## src/rtl/mem_req_agent.sv

```systemverilog
// Memory request agent: queues local read/write requests in a FIFO, issues them
// through an arbiter port, returns read data and flags prolonged starvation.
module mem_req_agent #(
  parameter int unsigned DATA_W       = 32,
  parameter int unsigned ADDR_W       = 16,
  parameter int unsigned DEPTH        = 4,
  parameter int unsigned STARVE_LIMIT = 64
) (
  input  logic                     clk,
  input  logic                     rst,
  input  logic                     in_valid,
  output logic                     in_ready,
  input  logic                     in_we,
  input  logic [ADDR_W-1:0]        in_addr,
  input  logic [DATA_W-1:0]        in_wdata,
  output logic                     req,
  input  logic                     gnt,
  output logic                     mem_en,
  output logic                     mem_we,
  output logic [ADDR_W-1:0]        mem_addr,
  output logic [DATA_W-1:0]        mem_wdata,
  input  logic [DATA_W-1:0]        mem_rdata,
  output logic                     rsp_valid,
  output logic [DATA_W-1:0]        rsp_rdata,
  input  logic                     starve_clr,
  output logic                     starve,
  output logic [$clog2(DEPTH):0]   count
);

  localparam int unsigned PTR_W = $clog2(DEPTH);
  localparam int unsigned CNT_W = PTR_W + 1;
  localparam int unsigned STV_W = $clog2(STARVE_LIMIT + 1);

  typedef struct packed {
    logic              we;
    logic [ADDR_W-1:0] addr;
    logic [DATA_W-1:0] wdata;
  } entry_t;

  entry_t           fifo_q [DEPTH];
  entry_t           head;
  logic [PTR_W-1:0] wr_ptr;
  logic [PTR_W-1:0] rd_ptr;
  logic             push;
  logic             pop;
  logic [STV_W-1:0] starve_cnt;
  logic [STV_W-1:0] starve_cnt_nxt;

  // Handshake and request line decode purely from registered occupancy
  assign in_ready = (count < CNT_W'(DEPTH));
  assign req      = (count != '0);
  assign push     = in_valid && in_ready;
  assign pop      = req && gnt;
  assign head     = fifo_q[rd_ptr];

  always_comb begin
    mem_en    = 1'b0;
    mem_we    = 1'b0;
    mem_addr  = '0;
    mem_wdata = '0;
    if (pop) begin
      mem_en    = 1'b1;
      mem_we    = head.we;
      mem_addr  = head.addr;
      mem_wdata = head.wdata;
    end
  end

  // Storage needs no reset; occupancy alone qualifies entries
  always_ff @(posedge clk) begin
    if (push) begin
      fifo_q[wr_ptr] <= entry_t'{we: in_we, addr: in_addr, wdata: in_wdata};
    end
  end

  always_ff @(posedge clk) begin
    if (rst) begin
      wr_ptr <= '0;
      rd_ptr <= '0;
      count  <= '0;
    end else begin
      if (push) wr_ptr <= wr_ptr + PTR_W'(1);
      if (pop)  rd_ptr <= rd_ptr + PTR_W'(1);
      case ({push, pop})
        2'b10:   count <= count + CNT_W'(1);
        2'b01:   count <= count - CNT_W'(1);
        default: count <= count;
      endcase
    end
  end

  always_ff @(posedge clk) begin
    if (rst) rsp_valid <= 1'b0;
    else     rsp_valid <= pop && !head.we;
  end

  assign rsp_rdata = rsp_valid ? mem_rdata : '0;

  // Consecutive waiting cycles, saturating at the limit
  always_comb begin
    starve_cnt_nxt = '0;
    if (req && !gnt) begin
      if (starve_cnt == STV_W'(STARVE_LIMIT)) starve_cnt_nxt = starve_cnt;
      else                                    starve_cnt_nxt = starve_cnt + STV_W'(1);
    end
  end

  always_ff @(posedge clk) begin
    if (rst || starve_clr) begin
      starve_cnt <= '0;
      starve     <= 1'b0;
    end else begin
      starve_cnt <= starve_cnt_nxt;
      if (starve_cnt_nxt == STV_W'(STARVE_LIMIT)) starve <= 1'b1;
    end
  end

endmodule

```

## config.mk

```make
export PLATFORM = sky130hd
export DESIGN_NAME = mem_req_agent
export DESIGN_NICKNAME = d
export VERILOG_FILES = /design/src/rtl/mem_req_agent.sv
export SDC_FILE = /design/constraint.sdc
export NUM_CORES = 1
export LEC_CHECK = 0
export BUFFER_PORTS_ARGS = -buffer_cell sky130_fd_sc_hd__buf_2
export CAP_MARGIN = 10
export CORE_MARGIN = 3
export CORE_UTILIZATION = 30
export CTS_BUF_LIST = sky130_fd_sc_hd__clkbuf_4 sky130_fd_sc_hd__clkbuf_8 sky130_fd_sc_hd__clkbuf_16
export DETAILED_ROUTE_END_ITERATION = 6
export GPL_TIMING_DRIVEN = 0
export HOLD_SLACK_MARGIN = 0.12
export SYNTH_ARGS = -nofsm -noshare
export SYNTH_HDL_FRONTEND = slang
export SYNTH_SLANG_ARGS = --single-unit
```

## constraint.sdc

```tcl
create_clock -name clk -period 3.1 [get_ports clk]
set_input_delay 0.62 -clock clk [delete_from_list [all_inputs] [get_ports clk]]
set_output_delay 0.62 -clock clk [all_outputs]
set_load 0.01 [all_outputs]
```

# Word level (Yosys, flattened, before mapping)
# Memory sizes are Yosys's and may differ from the RTL's. A register that Yosys moved wholly into a read port is not among the register bits.
# Cells that the tools add are included.
word_totals:
  regBits: 16
  ramBits: 196
  out_inout_bits: 89
  memories: 1
  word_cells: 38
  in_bits: 86
classes:
  muxes: 12
  n_lt_le_gt_ge: 1
  n_addsub: 5
  reduce_logical: 9
  eq_ne: 4
mem_list:
  columns: ["name", "depth", "width", "rd", "rd_ports_with_merged_regs", "write_ports", "line_no", "source"]
  rows:
  - ["fifo_q", 4, 49, 1, 1, 1, "40", "entry_t fifo_q [DEPTH];"]
op_table:
  columns: ["cell", "count"]
  rows:
  - ["$mux 32", 2]
  - ["$mux 16", 1]
  - ["$eq 7x7->1 const B", 2]
  - ["$mux 7", 2]
  - ["$add 7x1->7 const B", 1]
  - ["$pmux 3 s2", 1]
  - ["$add 2x1->2 const B", 2]
  - ["$logic_and 1x1->1", 4]
  - ["$mux 1", 4]
  - ["$mux 2", 2]
  - ["$add 3x1->3 const B", 1]
  - ["$lt 3x3->1 const B", 1]
  - ["$reduce_bool 3->1", 1]
  - ["$sub 3x1->3 const B", 1]
  - ["$eq 2x1->1 const B", 1]
  - ["$eq 2x2->1 const B", 1]
  - ["$logic_not 1->1", 2]
  - ["$reduce_bool 2->1", 1]
  - ["$logic_or 1x1->1", 1]

# Longest topological paths before layout
logic_depth:
  word_depth: 4
  depth_mapped: 9
  ltp_nobuf: 8

# Worst setup path before layout
# Ideal clock, no wire load.
synth_timing:
  path_kind: "input -> register"
  startpoint: "in in_valid"
  endpoint: "mem fifo_q[0][0] in the netlist's numbering, enable pin"
  path_stages: 3
  arrival_ns: 2.167
  path_slack_ns: 0.522
  required_time_ns: 2.688
  path_cell_list: "nor2b_1 -> clkbuf_1 -> and2_1"
synth_via:
  elab_chain_len: 3
synth_rtl:
  columns: ["item", "line_no", "source"]
  rows:
  - ["start, declared", "11", "input logic in_valid,"]
  - ["$logic_and 1x1->1", "52", "assign push = in_valid && in_ready;"]
  - ["$mux 1", "71", "if (push) begin"]
  - ["$mux 1 (implied by the code)", "72", "fifo_q[wr_ptr] <= entry_t'{we: in_we, addr: in_addr, wdata: in_wdata};"]
  - ["end, declared", "40", null]
# No other way between the ends.

==> impl_metrics.toml <==
[worst_hold_path]
hold_path.class = "in2reg"

[placed_design]
post-place-cells = 1005
dpl.hpwl_um = 10890
place_congestion = 0.6870
post_dp_cell_area_mm2 = 0.009906
io_buffer_count = 174

[finish]
seqCellArea_mm2 = 0.006246
fillerInstances = 2636
multi_input_area_mm2 = 0.002123
diodes = 0
nets = 747
syn2layout_area_growth_pct = 24.29
fin_cells = 1043
final_core_util_pct = 38.05
fin_area_mm2 = 0.01063
drive_gt1_share_pct = 40.30

[die]
die_y_um = 174.8
core_mm2 = 0.02793
rows = 61
start_util_pct = 30.61
die_w_um = 174.8
ios = 175
die_area_mm2 = 0.03057

[sta]
rsz0062_at_grt = "no"
hold_violations = 0
fin_skew_ps = 25.70
setup-violations-final = 0
maxSlewHeadroom_pct = 44.21
fin_crit_sh_pct = 92.43
fmax_mhz = 349.0
period_minus_slack_ps = 2865
drv_slew = 0
worstMarginPinSlew_ps = 836.8
tns_ps = 0

[power]
leakage_nw = 3.898
ir_worst_vdd_v = 0.0004924
p_clk_share_pct = 31.0
internal_power_mw = 6.067
power_density_mw_per_mm2 = 782.7
swShare_pct = 27.07
p_sw_mw = 2.252
total_power_mw = 8.319
seqPwrFrac_pct = 43.4
pwr-share-comb_pct = 25.6

[clocking]
postCtsHoldBufs = 0
cts_tree = "yes"
insertion_delay_ps = 520
cts_sinks = 214
post_cts_resized = 0
cts_buffer_depth = 3
clk_pin_slew_ps = 60
htreeDepth = 1
cts_root_buf = "clkbuf_16"
cts_made_buffers = 24
post-cts-setup-buffers = 0

[synthesis]
syn_area_mm2 = 0.008552
synth_fa_ha_area_share_pct = 1.258
yosysSeqAreaShare_pct = 73.04
synthCells = 453
ys_async_sr_fraction_pct = 0
synth.distinct_cells = 37
synth.avg_cell_area_um2 = 18.88
synth_edf_count = 196
synth_top_family_by_area = "multiplexers"
synth-seq-cells = 214
ys.flop_type = "edfxtp_1"
synth_compound_area_share_pct = 1.214
synth-xor-area-share_pct = 1.024
synth_mux_area_share_pct = 12.99
yosys.area_share.simple_pct = 8.222
ys.warnings.count = 0
syn_nets = 547

[detailed_routing]
drc = 0
vias = 4621
dr.first_iter.drc_count = 175
wl_per_cell_um = 16.92
drt-total-wl_um = 17650
dr.pass1.iters = 4
vias_per_cell = 4.430
ant_nets = 0

[worst_setup_path]
cp-end-kind = "primary output"
cp-start-kind = "flop"
path_max_fanout = 10
crit_arrival_ps = 2250
cpMostUsedCell = "buf_2"
critPathMaxStageDelay_ps = 400
cp.required_ps = 2480
cp_slowest_cell = "dfxtp_1"
criticalPathCategory = "reg2out"
crit_path_cell_trace = "buf_2 -> buf_2 -> mux4_2 -> and2_1 -> buf_2"

[global_route]
grt_pass1_wl_um = 26830
grt_antenna_before_repair = 2
grt_max_degree = 50
grt_usage_pct = 11.26
grt_pass1_vias = 4803
overflow = 0

[outcome]
status = "completed"

[job]
cap_violations = 0
## flip-flops by register name, summed over array words and instances (netlist names), named ones only
signal and flops:
rd_ptr 2, count 3, rsp_valid 1, fifo_q 196, wr_ptr 2, starve 1, starve_cnt 7
## cell type report
type,count,share of cell area [%]
flip-flops and latches,214,58.76
multi-input cells,202,19.98
repair buffers,174,8.193
clock buffers,28,5.933
well taps,378,4.450
plain buffers,25,1.401
clock inverters,10,0.8593
inverters,12,0.4238
## power by group through the flow
stage               sequential, mW  clock [mW]  combinational, mW
floorplan                     3.66           0               1.44
global placement              3.69           0               2.19
detailed placement            3.68           0               2.20
CTS                           3.62        2.67               2.21
global route                  3.65        2.79               2.35
finish                        3.61        2.58               2.13
## path summary, 6_finish.rpt
path                     startpoint                       to  slack, ps  depth (start not counted)
max                            flop            mem_wdata[13]        230                          5
min                      in_addr[6]  fifo_q[3][38]$_DFFE_PP_        320                          1
max reg2reg   count[2]$_SDFFE_PP0P_    count[2]$_SDFFE_PP0P_        530                          8
min reg2reg  rd_ptr[1]$_SDFFE_PP0P_   rd_ptr[1]$_SDFFE_PP0P_        540                          2
## cells by family (layout without fill, tap and decap cells)
group,after synthesis,in the layout
DFF,214,214
and+or+nand+nor,119,119
muxes,49,49
buffers and inverters,37,249
AOI/OAI and AO/OA,16,16
xor gates and xnor gates,10,10
adders and majority gates,8,8
## Yosys cell counts, drive strengths merged (2+ instances only)
cell type / count / area (µm²)
nor3: 3 / 15.01
a21oi: 6 / 30.03
inv: 12 / 45.04
clkbuf: 14 / 52.55
xnor2: 4 / 35.03
dfxtp: 18 / 360.4
o21ai: 2 / 10.01
nand2: 3 / 11.26
edfxtp: 196 / 5886
ha: 7 / 87.58
nand3: 3 / 15.01
xor2: 6 / 52.55
and2: 87 / 544.3
mux4: 49 / 1111
nand4: 2 / 12.51
nor2: 13 / 48.80
o21a: 2 / 15.01
nor4: 2 / 12.51
buf: 11 / 95.09
## cells in the final DEF (no fill, tap or decap), types with 4 or more instances in the layout
cell type / n
a21oi_1: 6
and2_1: 83
and2_4: 4
buf_2: 176
clkbuf_1: 13
clkbuf_16: 24
clkbuf_4: 4
clkinv_1: 4
dfxtp_1: 18
edfxtp_1: 196
ha_1: 7
inv_1: 12
mux4_2: 47
nor2_1: 13
xnor2_1: 4
xor2_1: 6
## stage by stage
| step | hold slack, ps | worst slack [ps] |
|---|---|---|
| after floorplan | 484.7 | 521.8 |
| after global placement | 502.7 | -764.5 |
| after detailed placement | 515.7 | -76.31 |
| after CTS | 283.9 | 43.55 |
| after global routing | 297.3 | 82.39 |
| final | 319.3 | 234.8 |
## metal layers
| layer | vias to the layer above | wire length, µm | GRT usage [%] |
|---|---|---|---|
| li1 | 2145 | - | - |
| met1 | 2288 | 7329 | 13.70 |
| met2 | 155 | 8802 | 19.97 |
| met3 | 29 | 1139 | 2.999 |
| met4 | 4 | 351 | 2.726 |
| met5 | - | 27 | 0 |
## critical path: cells and delay by family (launching register included)
| family | cells | cell delay, ps |
|---|---|---|
| buf+inv | 3 | 810 |
| flops | 1 | 400 |
| mux | 1 | 350 |
| simple gates | 1 | 180 |
No activity file was read; power rests on OpenSTA's default activity.
